<file path="config.mk">
export PLATFORM = sky130hd
export DESIGN_NAME = shift_rotate_arbiter_flat
export DESIGN_NICKNAME = d
export VERILOG_FILES = /design/src/rtl/shift_rotate_arbiter_pkg.sv /design/src/rtl/shift_rotate_arbiter_if.sv /design/src/rtl/shift_rotate_arbiter_rotate_mask_unit.sv /design/src/rtl/shift_rotate_arbiter.sv /design/src/flat_wrapper.sv
export SDC_FILE = /design/constraint.sdc
export NUM_CORES = 1
export LEC_CHECK = 0
export BUFFER_PORTS_ARGS = -buffer_cell sky130_fd_sc_hd__buf_2
export CAP_MARGIN = 20
export CELL_PAD_IN_SITES_DETAIL_PLACEMENT = 2
export CELL_PAD_IN_SITES_GLOBAL_PLACEMENT = 2
export CORE_MARGIN = 8
export CORE_UTILIZATION = 33
export CTS_CLUSTER_DIAMETER = 60
export DETAILED_ROUTE_END_ITERATION = 12
export PLACE_DENSITY_LB_ADDON = 0.2
export SETUP_SLACK_MARGIN = 0.5
export SKIP_CTS_REPAIR_TIMING = 1
export SYNTH_ARGS = -nofsm -noshare
export SYNTH_HDL_FRONTEND = slang
export SYNTH_SLANG_ARGS = --single-unit
</file>
<file path="constraint.sdc">
create_clock -name clk -period 7.3 [get_ports clk]
set_clock_uncertainty 0.1 [all_clocks]
set_input_delay 0 -clock clk [delete_from_list [all_inputs] [get_ports clk]]
set_output_delay 0 -clock clk [all_outputs]
set_load 0.005 [all_outputs]
</file>
<file path="src/rtl/shift_rotate_arbiter_pkg.sv">
// Shared definitions for the shift/rotate arbiter block.
// Contains the width constants, the op codes, the request/response
// structs carried through the arbiter, and the op legality check.
package shift_rotate_pkg;

  localparam int DATA_W = 32;
  localparam int AMT_W  = 5;

  localparam logic [2:0] OP_ROL  = 3'd0;
  localparam logic [2:0] OP_ROR  = 3'd1;
  localparam logic [2:0] OP_SHL  = 3'd2;
  localparam logic [2:0] OP_SHR  = 3'd3;
  localparam logic [2:0] OP_SHRA = 3'd4;

  typedef struct packed {
    logic [2:0]        op;
    logic [DATA_W-1:0] data;
    logic [AMT_W-1:0]  amt;
  } sr_req_t;

  typedef struct packed {
    logic [DATA_W-1:0] data;
    logic              id;
    logic              err;
  } sr_resp_t;

  // Codes 5..7 are reserved and come back unchanged with err set.
  function automatic logic is_legal_op(input logic [2:0] op);
    return (op <= OP_SHRA);
  endfunction

endpackage

</file>
<file path="src/rtl/shift_rotate_arbiter_if.sv">
// Handshake bundle for the shift/rotate arbiter.
//   req0_* / req1_* : two requester ports (valid/ready + op, data, amt)
//   resp_*          : one registered response port (valid/ready + data, id, err)
// master = requesters and response consumer, slave = the arbiter.
interface shift_rotate_arbiter_if;
  import shift_rotate_pkg::*;

  logic              req0_valid;
  logic              req0_ready;
  logic [2:0]        req0_op;
  logic [DATA_W-1:0] req0_data;
  logic [AMT_W-1:0]  req0_amt;

  logic              req1_valid;
  logic              req1_ready;
  logic [2:0]        req1_op;
  logic [DATA_W-1:0] req1_data;
  logic [AMT_W-1:0]  req1_amt;

  logic              resp_valid;
  logic              resp_ready;
  logic [DATA_W-1:0] resp_data;
  logic              resp_id;
  logic              resp_err;

  modport master (
    output req0_valid, req0_op, req0_data, req0_amt,
    input  req0_ready,
    output req1_valid, req1_op, req1_data, req1_amt,
    input  req1_ready,
    input  resp_valid, resp_data, resp_id, resp_err,
    output resp_ready
  );

  modport slave (
    input  req0_valid, req0_op, req0_data, req0_amt,
    output req0_ready,
    input  req1_valid, req1_op, req1_data, req1_amt,
    output req1_ready,
    output resp_valid, resp_data, resp_id, resp_err,
    input  resp_ready
  );

endinterface

</file>
<file path="src/rtl/shift_rotate_arbiter_rotate_mask_unit.sv">
// Combinational shift/rotate datapath.
//   op, data, amt -> result, err
// Every op is a left rotate followed by masking/fill: right rotates
// use the complementary left amount (-amt mod 32), logical shifts
// clear the wrapped-in bits, and SHRA sets them from the sign bit.
module rotate_mask_unit
  import shift_rotate_pkg::*;
(
  input  logic [2:0]        op,
  input  logic [DATA_W-1:0] data,
  input  logic [AMT_W-1:0]  amt,
  output logic [DATA_W-1:0] result,
  output logic              err
);

  logic [AMT_W-1:0]  amt_neg;
  logic [AMT_W-1:0]  rot_amt;
  logic [AMT_W:0]    rot_inv;
  logic [DATA_W-1:0] rot;
  logic [DATA_W-1:0] mask_l;
  logic [DATA_W-1:0] mask_r;

  assign amt_neg = -amt;
  assign rot_amt = (op == OP_ROL || op == OP_SHL) ? amt : amt_neg;
  // rot_inv reaches DATA_W when rot_amt is 0; that right shift yields 0,
  // so the zero-amount rotate degenerates cleanly to data.
  assign rot_inv = (AMT_W+1)'(DATA_W) - {1'b0, rot_amt};
  assign rot     = (data << rot_amt) | (data >> rot_inv);

  assign mask_l  = {DATA_W{1'b1}} << amt;
  assign mask_r  = {DATA_W{1'b1}} >> amt;

  always_comb begin
    result = data;
    err    = 1'b0;
    case (op)
      OP_ROL:  result = rot;
      OP_ROR:  result = rot;
      OP_SHL:  result = rot & mask_l;
      OP_SHR:  result = rot & mask_r;
      OP_SHRA: result = (rot & mask_r) | (data[DATA_W-1] ? ~mask_r : '0);
      default: begin
        result = data;
        err    = 1'b1;
      end
    endcase
  end

endmodule

</file>
<file path="src/rtl/shift_rotate_arbiter.sv">
// Two-requester round-robin front end to a shared shift/rotate unit,
// with a one-entry registered result buffer.
//   clk  : rising-edge clock
//   clr  : asynchronous active-high reset
//   bus  : slave side of shift_rotate_arbiter_if (two request ports,
//          one response port)
// A granted op is computed in the same cycle and captured at the edge;
// the result is visible the following cycle. A new op is accepted
// whenever the buffer is empty or is being drained this cycle.
module shift_rotate_arbiter
  import shift_rotate_pkg::*;
#(
  parameter int DATA_W_P = DATA_W
) (
  input  logic clk,
  input  logic clr,
  shift_rotate_arbiter_if.slave bus
);

  if (DATA_W_P != 32) begin : g_width_check
    $error("shift_rotate_arbiter: only DATA_W = 32 is supported");
  end

  logic     ptr_q, ptr_d;           // requester holding priority on a tie
  logic     resp_valid_q, resp_valid_d;
  sr_resp_t resp_q, resp_d;

  logic     buf_free;
  logic     grant0, grant1, grant_any;
  sr_req_t  req0, req1, req_sel;
  logic [DATA_W-1:0] unit_result;
  logic     unit_err;

  assign req0 = '{op: bus.req0_op, data: bus.req0_data, amt: bus.req0_amt};
  assign req1 = '{op: bus.req1_op, data: bus.req1_data, amt: bus.req1_amt};

  assign buf_free  = !resp_valid_q || bus.resp_ready;
  // clr gates grants so neither ready can rise while reset is held.
  assign grant0    = !clr && buf_free && bus.req0_valid && (!bus.req1_valid || !ptr_q);
  assign grant1    = !clr && buf_free && bus.req1_valid && (!bus.req0_valid ||  ptr_q);
  assign grant_any = grant0 || grant1;
  assign req_sel   = grant1 ? req1 : req0;

  assign bus.req0_ready = grant0;
  assign bus.req1_ready = grant1;

  rotate_mask_unit u_unit (
    .op     (req_sel.op),
    .data   (req_sel.data),
    .amt    (req_sel.amt),
    .result (unit_result),
    .err    (unit_err)
  );

  always_comb begin
    ptr_d        = ptr_q;
    resp_valid_d = resp_valid_q;
    resp_d       = resp_q;
    if (grant_any) begin
      // Load wins over drain: an accepted op replaces the leaving result.
      ptr_d        = !grant1;
      resp_valid_d = 1'b1;
      resp_d       = '{data: unit_result, id: grant1, err: unit_err};
    end else if (bus.resp_ready) begin
      resp_valid_d = 1'b0;
    end
  end

  always_ff @(posedge clk or posedge clr) begin
    if (clr) begin
      ptr_q        <= 1'b0;
      resp_valid_q <= 1'b0;
      resp_q       <= '0;
    end else begin
      ptr_q        <= ptr_d;
      resp_valid_q <= resp_valid_d;
      resp_q       <= resp_d;
    end
  end

  assign bus.resp_valid = resp_valid_q;
  assign bus.resp_data  = resp_q.data;
  assign bus.resp_id    = resp_q.id;
  assign bus.resp_err   = resp_q.err;

endmodule

</file>
<file path="src/flat_wrapper.sv">
// flat-port wrapper written by rule: the top's interface ports become plain ports
module shift_rotate_arbiter_flat import shift_rotate_pkg::*;
#(
  parameter int DATA_W_P = DATA_W
)
  (clk, clr, bus_req0_valid, bus_req0_op, bus_req0_data, bus_req0_amt, bus_req0_ready, bus_req1_valid, bus_req1_op, bus_req1_data, bus_req1_amt, bus_req1_ready, bus_resp_valid, bus_resp_data, bus_resp_id, bus_resp_err, bus_resp_ready);
  shift_rotate_arbiter_if bus_i ();
  input  logic clk;
  input  logic clr;
  input wire logic [$bits(bus_i.req0_valid)-1:0] bus_req0_valid;
  input wire logic [$bits(bus_i.req0_op)-1:0] bus_req0_op;
  input wire logic [$bits(bus_i.req0_data)-1:0] bus_req0_data;
  input wire logic [$bits(bus_i.req0_amt)-1:0] bus_req0_amt;
  output wire logic [$bits(bus_i.req0_ready)-1:0] bus_req0_ready;
  input wire logic [$bits(bus_i.req1_valid)-1:0] bus_req1_valid;
  input wire logic [$bits(bus_i.req1_op)-1:0] bus_req1_op;
  input wire logic [$bits(bus_i.req1_data)-1:0] bus_req1_data;
  input wire logic [$bits(bus_i.req1_amt)-1:0] bus_req1_amt;
  output wire logic [$bits(bus_i.req1_ready)-1:0] bus_req1_ready;
  output wire logic [$bits(bus_i.resp_valid)-1:0] bus_resp_valid;
  output wire logic [$bits(bus_i.resp_data)-1:0] bus_resp_data;
  output wire logic [$bits(bus_i.resp_id)-1:0] bus_resp_id;
  output wire logic [$bits(bus_i.resp_err)-1:0] bus_resp_err;
  input wire logic [$bits(bus_i.resp_ready)-1:0] bus_resp_ready;
  assign bus_i.req0_valid = bus_req0_valid;
  assign bus_i.req0_op = bus_req0_op;
  assign bus_i.req0_data = bus_req0_data;
  assign bus_i.req0_amt = bus_req0_amt;
  assign bus_req0_ready = bus_i.req0_ready;
  assign bus_i.req1_valid = bus_req1_valid;
  assign bus_i.req1_op = bus_req1_op;
  assign bus_i.req1_data = bus_req1_data;
  assign bus_i.req1_amt = bus_req1_amt;
  assign bus_req1_ready = bus_i.req1_ready;
  assign bus_resp_valid = bus_i.resp_valid;
  assign bus_resp_data = bus_i.resp_data;
  assign bus_resp_id = bus_i.resp_id;
  assign bus_resp_err = bus_i.resp_err;
  assign bus_i.resp_ready = bus_resp_ready;
  shift_rotate_arbiter #(.DATA_W_P(DATA_W_P)) u_core (.clk(clk), .clr(clr), .bus(bus_i));
endmodule
</file>
==> impl_metrics.ini, run 1 <==
[yosys]
synth_edf_count = 0
synth_cell_types = 74
synth_area_per_cell_sq_um = 6.81
syn_inst = 1189
synth_top_cell_area_share_pct = 14.8
synth_nets = 1278
synthesis.area_sq_um = 8100
synth.area.top_cells = mux2i_1 (15%), dfrtp_1 (11%), a21oi_1 (7.7%)
synthTopCellsByCount = a21oi_1 (124), nand2_1 (122), mux2i_1 (120), nor2_1 (107), o21ai_0 (103)
synthArstFlopShare_pct = 100
synth_top_flop_cell = dfrtp_1
synth_warnings = 0
ys_seq_area_share_pct = 11.1
synth.most_common_cell = a21oi_1
ys_seq_elements = 36
synth_top_cell_by_area = mux2i_1

[setup_path]
crit_required_ns = 7.33
crit_arrival_ns = 5.75
start_kind = register
crit_fanout = 51
critPathCaptureType = register
crit_type = register to register

[global_route]
grt_max_degree = 80
grt_pass1_wl_mm = 79.1
grt_util_all_layers_pct = 35.2
antenna_found_initial = 3
grt_pass1_vias = 11100
overflow = 0

[routing]
drc = 0
drt_first_pass_iters = 5
via_per_inst = 7.00
wire_per_inst_um = 35.2
vias = 11000
drtIter0Drc = 1333
wirelength_mm = 55.6
antenna_left = 0

[die]
num_rows = 57
die_x_um = 173
io-pin-count = 122
fp.dieH_um = 173
start_util_pct = 33.5
core_sq_um = 24200
dieArea_sq_um = 29800

[timing]
min_period_over_period_pct = 78.3
hold_violations = 2
fmax_mhz = 175
hold_slack_ns = -0.0346
slew_violations = 0
min_period_ns = 5.71
grt_setup_unrepaired = false
layout_setup_ws_ns = 1.59
finalSetupViolations = 0
relSlewSlack_pct = 7.79
fin_setup_tns_ns = 0
tightest_slew_ns = 1.37

[clock_network]
worst_setup_hold_path_clk_slew_ns = 0.07
cts_tree = done
cts_sinks = 36
clk_path_buf_depth = 2
cts_buffers = 5
htree_num_levels = 2
cts_root_buffer = clkbuf_16
clk_latency_ns = 0.31

[flow_run]
cap_violations = 0

[run_status]
status = finished, violations left
violations = negative hold slack

[power]
power_density_nw_per_um2 = 249
ir_drop_mv = 0.142
power_leakage_nw = 3.83

[placed_design]
portBuffers = 121
preCtsSetupSlack_ns = 1.80
place.gp.congestion = 0.979
dp_hpwl_mm = 43.4
placedCellCount = 1570

[final_layout]
drive_gt1_share_pct = 18.2
nFillCells = 2974
diodes = 0
synthToLayoutAreaGrowth_pct = 13.6
nets = 1343
fin_cells = 1579

[min_path]
hold_class = primary input to register
routing by layer:
metal | GRT usage [%] | part of all wire (%)
met5 | 0 | 0.050
met4 | 15.3 | 4.9
met3 | 6.80 | 9.3
met2 | 50.9 | 42
met1 | 49.7 | 44
final cells by class:
cell class / instances / area [sq um] / share of cell area [%]
Multi-Input combinational cell: 1034 / 6760 / 73.4
Sequential cell: 36 / 901 / 9.79
Clock buffer: 6 / 129 / 1.40
Inverter: 14 / 52.6 / 0.571
Timing Repair Buffer: 163 / 923 / 10.0
Tap cell: 324 / 405 / 4.41
Clock inverter: 2 / 35.0 / 0.381
worst max-delay path: stages (launching register included):
cell      delay, ns
dfrtp_1        0.41
nand2b_1       0.21
nand4_1        0.15
buf_4          0.54
mux2i_1        0.43
ha_1           0.32
or3_1          0.37
buf_4          0.22
nand2_2        0.59
buf_4          0.49
mux2i_1        0.64
mux4_2         0.38
a21oi_1        0.08
o211ai_1       0.41
a31oi_1        0.14
power by group:
part	switching [W]	leakage, nW	internal [W]
sequential	0.0000789	0.419	0.000284
combinational	0.00112	3.33	0.000535
clock	0.000109	0.0808	0.000161
total	0.00131	3.83	0.000981
flip-flops by register name, indices dropped and copies added (netlist names):
| name | flops |
|---|---|
| u_core.bus.resp_data | 32 |
| u_core.bus.resp_err | 1 |
| u_core.bus.resp_id | 1 |
| u_core.bus.resp_valid | 1 |
| u_core.ptr_q | 1 |
stage by stage:
stage | power (W) | hold slack (ns) | area, sq um | utilization [%]
after floorplan | 0.00125 | 0.0301 | 8100 | -
after global placement | 0.00194 | 0.165 | 9030 | 37.3
after detailed placement | 0.00195 | 0.184 | 9030 | 37.3
after CTS | 0.00223 | -0.143 | 9190 | 38.0
after global routing | 0.00236 | 0.00808 | 9200 | 38.1
final | 0.00229 | -0.0346 | 9200 | 38.1
cell families (layout without fill, tap and decap cells):
| logic type | count (synthesis) | count (layout) | share of synthesized area (%) |
|---|---|---|---|
| compound gates | 461 | 461 | 37.3 |
| fa+ha+maj | 4 | 4 | 0.618 |
| mux | 157 | 157 | 20.9 |
| flops | 36 | 36 | 11.1 |
| buf+inv | 119 | 185 | 5.89 |
| simple gates | 406 | 406 | 23.4 |
| xor+xnor | 6 | 6 | 0.742 |
placed cells by master (no fill, tap or decap), types with 4 or more instances in the layout:
cell and instances:
nand2_1 121, a221oi_1 12, mux2i_1 119, o211ai_1 16
o221ai_1 11, or3_1 8, a221o_1 8, o311ai_0 4
nand3_1 40, mux4_2 7, nand4_1 7, ha_1 4
a211o_1 5, and2_1 9, a2111oi_0 4, nor4_1 7
a311o_1 4, buf_4 41, o2111ai_1 7, inv_1 11
dfrtp_1 36, nor2b_1 31, nor2_1 105, a31o_2 4
nor3_1 32, o32ai_1 4, o22ai_1 13, a211oi_1 51
o21ai_0 102, a21oi_1 124, mux2_2 30, a31oi_1 27
a21o_1 5, nand2b_1 14, o31ai_1 9, buf_2 121
clkbuf_16 5, a311oi_1 8, and3_1 16
final timing paths:
path	from	endpoint	slack (ns)	cells after the start
min in group asynchronous	clr	u_core.bus.resp_data[30]	0.38	4
worst max-delay path	u_core.ptr_q	u_core.bus.resp_data[24]	1.59	14
max in group asynchronous	clr	u_core.bus.resp_data[23]	6.25	4
worst max register to register	u_core.ptr_q	u_core.bus.resp_data[24]	1.59	14
worst min-delay path	bus_req1_data[20]	u_core.bus.resp_data[20]	-0.03	3
worst min register to register	u_core.bus.resp_id	u_core.bus.resp_id	0.38	2
(Power assumes the default switching activity.)
==> inputs of run 2 (changes only) <==
- clock period: 7.3 -> 5.32 ns (I/O delays scaled with it)
==> run 2 against run 1 <==
- the run now ends clean
- non-clock buffer count up 29
- count of clock-buffer cells in the layout down 1
- first-iteration DRC count down 15%
- fmax up 20%
- global-route usage up 0.56 points
- clock power up 34%
- via count up 2.2%
- critical path depth up 2
- critical path type unchanged
- critical endpoint unchanged
==> impl_metrics.ini, run 2 (synthesis results as in run 1) <==
[run_status]
status = finished clean

[final_layout]
drive_gt1_share_pct = 21.0
diodes = 0
final_common_cell = a21oi_1
final_cell_mix = a21oi_1 (122), buf_2 (121), nand2_1 (120)
synthToLayoutAreaGrowth_pct = 17.6
final_core_util_pct = 39.4
fin_area_sq_um = 9530
nets = 1372
nFillCells = 2910
largest_reg_flops = 32

[timing]
fin_setup_tns_ns = 0
hold_slack_ns = 0.0126
finalSetupViolations = 0
fmax_mhz = 210
min_period_ns = 4.76
slew_violations = 0
relSlewSlack_pct = 21.8
grt_setup_unrepaired = true
tightest_slew_ns = 1.17
hold_violations = 0
min_period_over_period_pct = 89.5

[placed_design]
dp_hpwl_mm = 45.0
portBuffers = 121
place.gp.congestion = 1.02
dpl-instance-area_sq_um = 9200

[setup_path]
crit_type = register to register
crit_required_ns = 5.43
crit_arrival_ns = 4.87
regToRegSetupSlack_ns = 0.56
reg2regPathDepth = 16
crit_fanout = 13
timing.rr.start = u_core.ptr_q
critPathCaptureType = register
rr_endpoint = u_core.bus.resp_data[24]
start_kind = register

[power]
power_density_nw_per_um2 = 342
ir_drop_mv = 0.152
power_leakage_nw = 3.99

[clock_network]
htree_num_levels = 2
cts_tree = done
cts_buffers = 5
clk_latency_ns = 0.29
clk_path_buf_depth = 2
worst_setup_hold_path_clk_slew_ns = 0.06
cts_root_buffer = clkbuf_16
cts_sinks = 36

[routing]
wire_per_inst_um = 35.0
via_per_inst = 7.02
vias = 11300
drtIter0Drc = 1139
antenna_left = 0
drt_first_pass_iters = 5
drc = 0
wirelength_mm = 56.3

[global_route]
overflow = 0
grt_pass1_wl_mm = 80.7
antenna_found_initial = 3
grt_max_degree = 80
grt_util_all_layers_pct = 35.7
grt_pass1_vias = 11300

[min_path]
worstHoldStart = bus_resp_ready
hold-path-cell-count = 3
hold_end = u_core.bus.resp_valid
hold_class = primary input to register

[die]
core_sq_um = 24200
die_x_um = 173
num_rows = 57
dieArea_sq_um = 29800
start_util_pct = 33.5
io-pin-count = 122
fp.dieH_um = 173

[flow_run]
cap_violations = 0
run 2: cell types whose count changed in the layout (fill, tap and decap cells not counted), sizes merged:
cell      previous run  this run
buf                162       191
clkinvlp             0         2
clkbuf               6         5
inv                 14        13
run 2: critical path, stage by stage, from the launching register on:
cell and delay (ns):
dfrtp_1 0.39, nand2b_1 0.20, nand4_1 0.24, inv_2 0.15, mux2_2 0.36, inv_2 0.06, ha_1 0.19, inv_1 0.07
ha_1 0.31, or3_1 0.54, nand2_1 0.30, xnor2_4 0.28, buf_4 0.32, mux4_2 0.54, a21oi_1 0.27, o211ai_1 0.14
a31oi_1 0.20
run 2: how the worst max path moves through the flow:
stage,startpoint,to,depth (start not counted)
after floorplan,clr,u_core.bus.resp_data[13],20
after global placement,u_core.ptr_q,u_core.bus.resp_data[10],16
after detailed placement,u_core.ptr_q,u_core.bus.resp_data[10],16
after CTS,u_core.ptr_q,u_core.bus.resp_data[10],16
after global routing,u_core.ptr_q,u_core.bus.resp_data[24],16
final,u_core.ptr_q,u_core.bus.resp_data[24],16
run 2: layer usage:
metal	vias to the layer above	track usage [%]	share of wire [%]
met5	-	0	0.048
li1	4743	-	-
met1	5730	48.8	44
met2	659	53.7	42
met4	4	14.7	5.2
met3	151	7.65	9.0
run 2: metrics by stage:
stage / worst slack (ns) / cells / power, W
floorplan: 0.547 / 1189 / 0.00172
global placement: 0.625 / 1590 / 0.00273
detailed placement: 0.447 / 1590 / 0.00276
CTS: 0.431 / 1598 / 0.00313
global route: 0.408 / 1608 / 0.00338
finish: 0.557 / 1608 / 0.00326
run 2: final cells by class:
| cell class | count | area (sq um) | area share [%] |
|---|---|---|---|
| flip-flops and latches | 36 | 901 | 9.46 |
| repair buffers | 192 | 1180 | 12.4 |
| inverters | 14 | 56.3 | 0.591 |
| clock inverters | 3 | 42.5 | 0.446 |
| clock buffers | 5 | 125 | 1.31 |
| multi-input cells | 1034 | 6820 | 71.5 |
| well taps | 324 | 405 | 4.25 |
run 2: where the power goes:
group	total, W	internal [W]	switching [W]
sequential	0.000504	0.000391	0.000114
combinational	0.00240	0.000808	0.00159
clock	0.000363	0.000221	0.000142
==> inputs of run 3 (changes only) <==
- CORE_ASPECT_RATIO: unset -> 0.8
==> run 3 against run 2 <==
- the run now ends with negative hold slack left
- via count shrank 1.4%
- combinational power shrank 2%
- fmax grew 2.0%
- die area grew 0.10%
- worst setup slack gained 0.094 ns
- global-route usage grew 0.58 points
- count of clock-buffer cells in the layout is the same
- critical path type unchanged
- largest cell class unchanged
==> impl_metrics.ini, run 3 (synthesis results as in run 1) <==
[run_status]
status = finished, violations left
violations = negative hold slack

[timing]
tightest_slew_ns = 0.936
fmax_mhz = 214
layout_setup_ws_ns = 0.651
hold_slack_ns = -0.0129
grt_setup_unrepaired = false
finalSetupViolations = 0
relSlewSlack_pct = 35.8
min_period_ns = 4.67
slew_violations = 0
min_period_over_period_pct = 87.8
fin_setup_tns_ns = 0
hold_violations = 1

[setup_path]
crit_fanout = 39
rr_endpoint = u_core.bus.resp_data[19]
crit_required_ns = 5.45
timing.rr.start = u_core.ptr_q
regToRegSetupSlack_ns = 0.65
crit_path_max_incr_delay_ns = 0.72
start_kind = register
worstSetupPathDepth = 16
path_delay_family = compound AO/OA/AOI/OAI gates
cp-startpoint = u_core.ptr_q
cpMaxStageDelayCell = o31ai_1
crit_type = register to register
path_buf_inv = 4
reg2regPathDepth = 16
critPathCaptureType = register
crit_arrival_ns = 4.80
worstSetupEndpoint = u_core.bus.resp_data[19]
path_cells = nand2b_1 > nand4_1 > inv_2 > mux2_2 > inv_2 > ha_1 > inv_1 > ha_1 > or3_1 > nand2_2 > buf_8 > a21oi_2 > nand2_1 > o31ai_1 > o311ai_1 > nand2_1

[power]
power_density_nw_per_um2 = 344
power_leakage_nw = 3.89
ir_drop_mv = 0.232

[placed_design]
dp_hpwl_mm = 43.9
placedCellCount = 1572
preCtsSetupSlack_ns = 0.354
portBuffers = 121
place.gp.congestion = 1.03

[routing]
drtIter0Drc = 1235
antenna_left = 0
via_per_inst = 7.03
drt_first_pass_iters = 5
drc = 0
vias = 11100
wire_per_inst_um = 35.3
wirelength_mm = 55.9

[global_route]
grt_util_all_layers_pct = 36.3
grt_pass1_wl_mm = 80.0
antenna_found_initial = 1
grt_pass1_vias = 11100
overflow = 0
grt_max_degree = 80

[die]
die_x_um = 191
start_util_pct = 33.4
fp.dieH_um = 156
core_sq_um = 24200
dieArea_sq_um = 29800
num_rows = 51
io-pin-count = 122

[final_layout]
nFillCells = 2988
synthToLayoutAreaGrowth_pct = 15.9
fin_cells = 1584
final_core_util_pct = 38.7
drive_gt1_share_pct = 20.0
diodes = 0
final_common_cell = a21oi_1
nets = 1354
final_cell_mix = a21oi_1 (122), buf_2 (121), nand2_1 (118)
largest_reg_flops = 32

[min_path]
hold_class = primary input to register

[flow_run]
cap_violations = 0

[clock_network]
cts_root_buffer = clkbuf_16
cts_sinks = 36
clk_latency_ns = 0.30
cts_buffers = 5
htree_num_levels = 2
clk_path_buf_depth = 2
cts_tree = done
worst_setup_hold_path_clk_slew_ns = 0.07
-- run 3: cell count changes in the layout (fill, tap and decap cells not counted), sizes merged --
| cell | previous run | this run |
|---|---|---|
| dlygate4sd3 | 1 | 2 |
| buf | 191 | 172 |
-- run 3: worst min path at each step --
stage | startpoint | to | cells after the start
6_report | bus_resp_ready | u_core.bus.resp_valid | 3
3_5_place_dp | clr | u_core.ptr_q | 2
5_1_grt | bus_resp_ready | u_core.bus.resp_valid | 3
3_3_place_gp | clr | u_core.ptr_q | 2
2_1_floorplan | clr | u_core.bus.resp_data[0] | 1
4_1_cts | clr | u_core.bus.resp_data[31] | 2
-- run 3: metal layers --
metal / track usage (%) / up-vias / wire [um]
met5: 0 / - / 0
met4: 14.1 / 0 / 2390
met3: 7.22 / 124 / 4850
met2: 55.1 / 579 / 24200
met1: 49.7 / 5712 / 24400
li1: - / 4718 / -
-- run 3: report_power, final --
group	internal [W]	switching [W]
sequential	0.000391	0.000122
combinational	0.000776	0.00157
clock	0.000221	0.000151
total	0.00139	0.00185
-- run 3: layout make-up --
type	count	area [sq um]	area share [%]
Inverter	14	56.3	0.600
Tap cell	318	398	4.24
Clock inverter	3	42.5	0.453
Clock buffer	5	125	1.33
Timing Repair Buffer	174	1040	11.0
Sequential cell	36	901	9.60
Multi-Input combinational cell	1034	6830	72.7
-- run 3: stage by stage --
stage,instance area (sq um),total power (W)
after CTS,9270,0.00311
final,9390,0.00323
after global placement,9100,0.00271
after detailed placement,9100,0.00272
after global routing,9390,0.00334
after floorplan,8120,0.00172
-- run 3: worst min-delay path: stages --
cell and delay (ns):
buf_2 0.09, nand2b_1 0.18, nand2_1 0.08
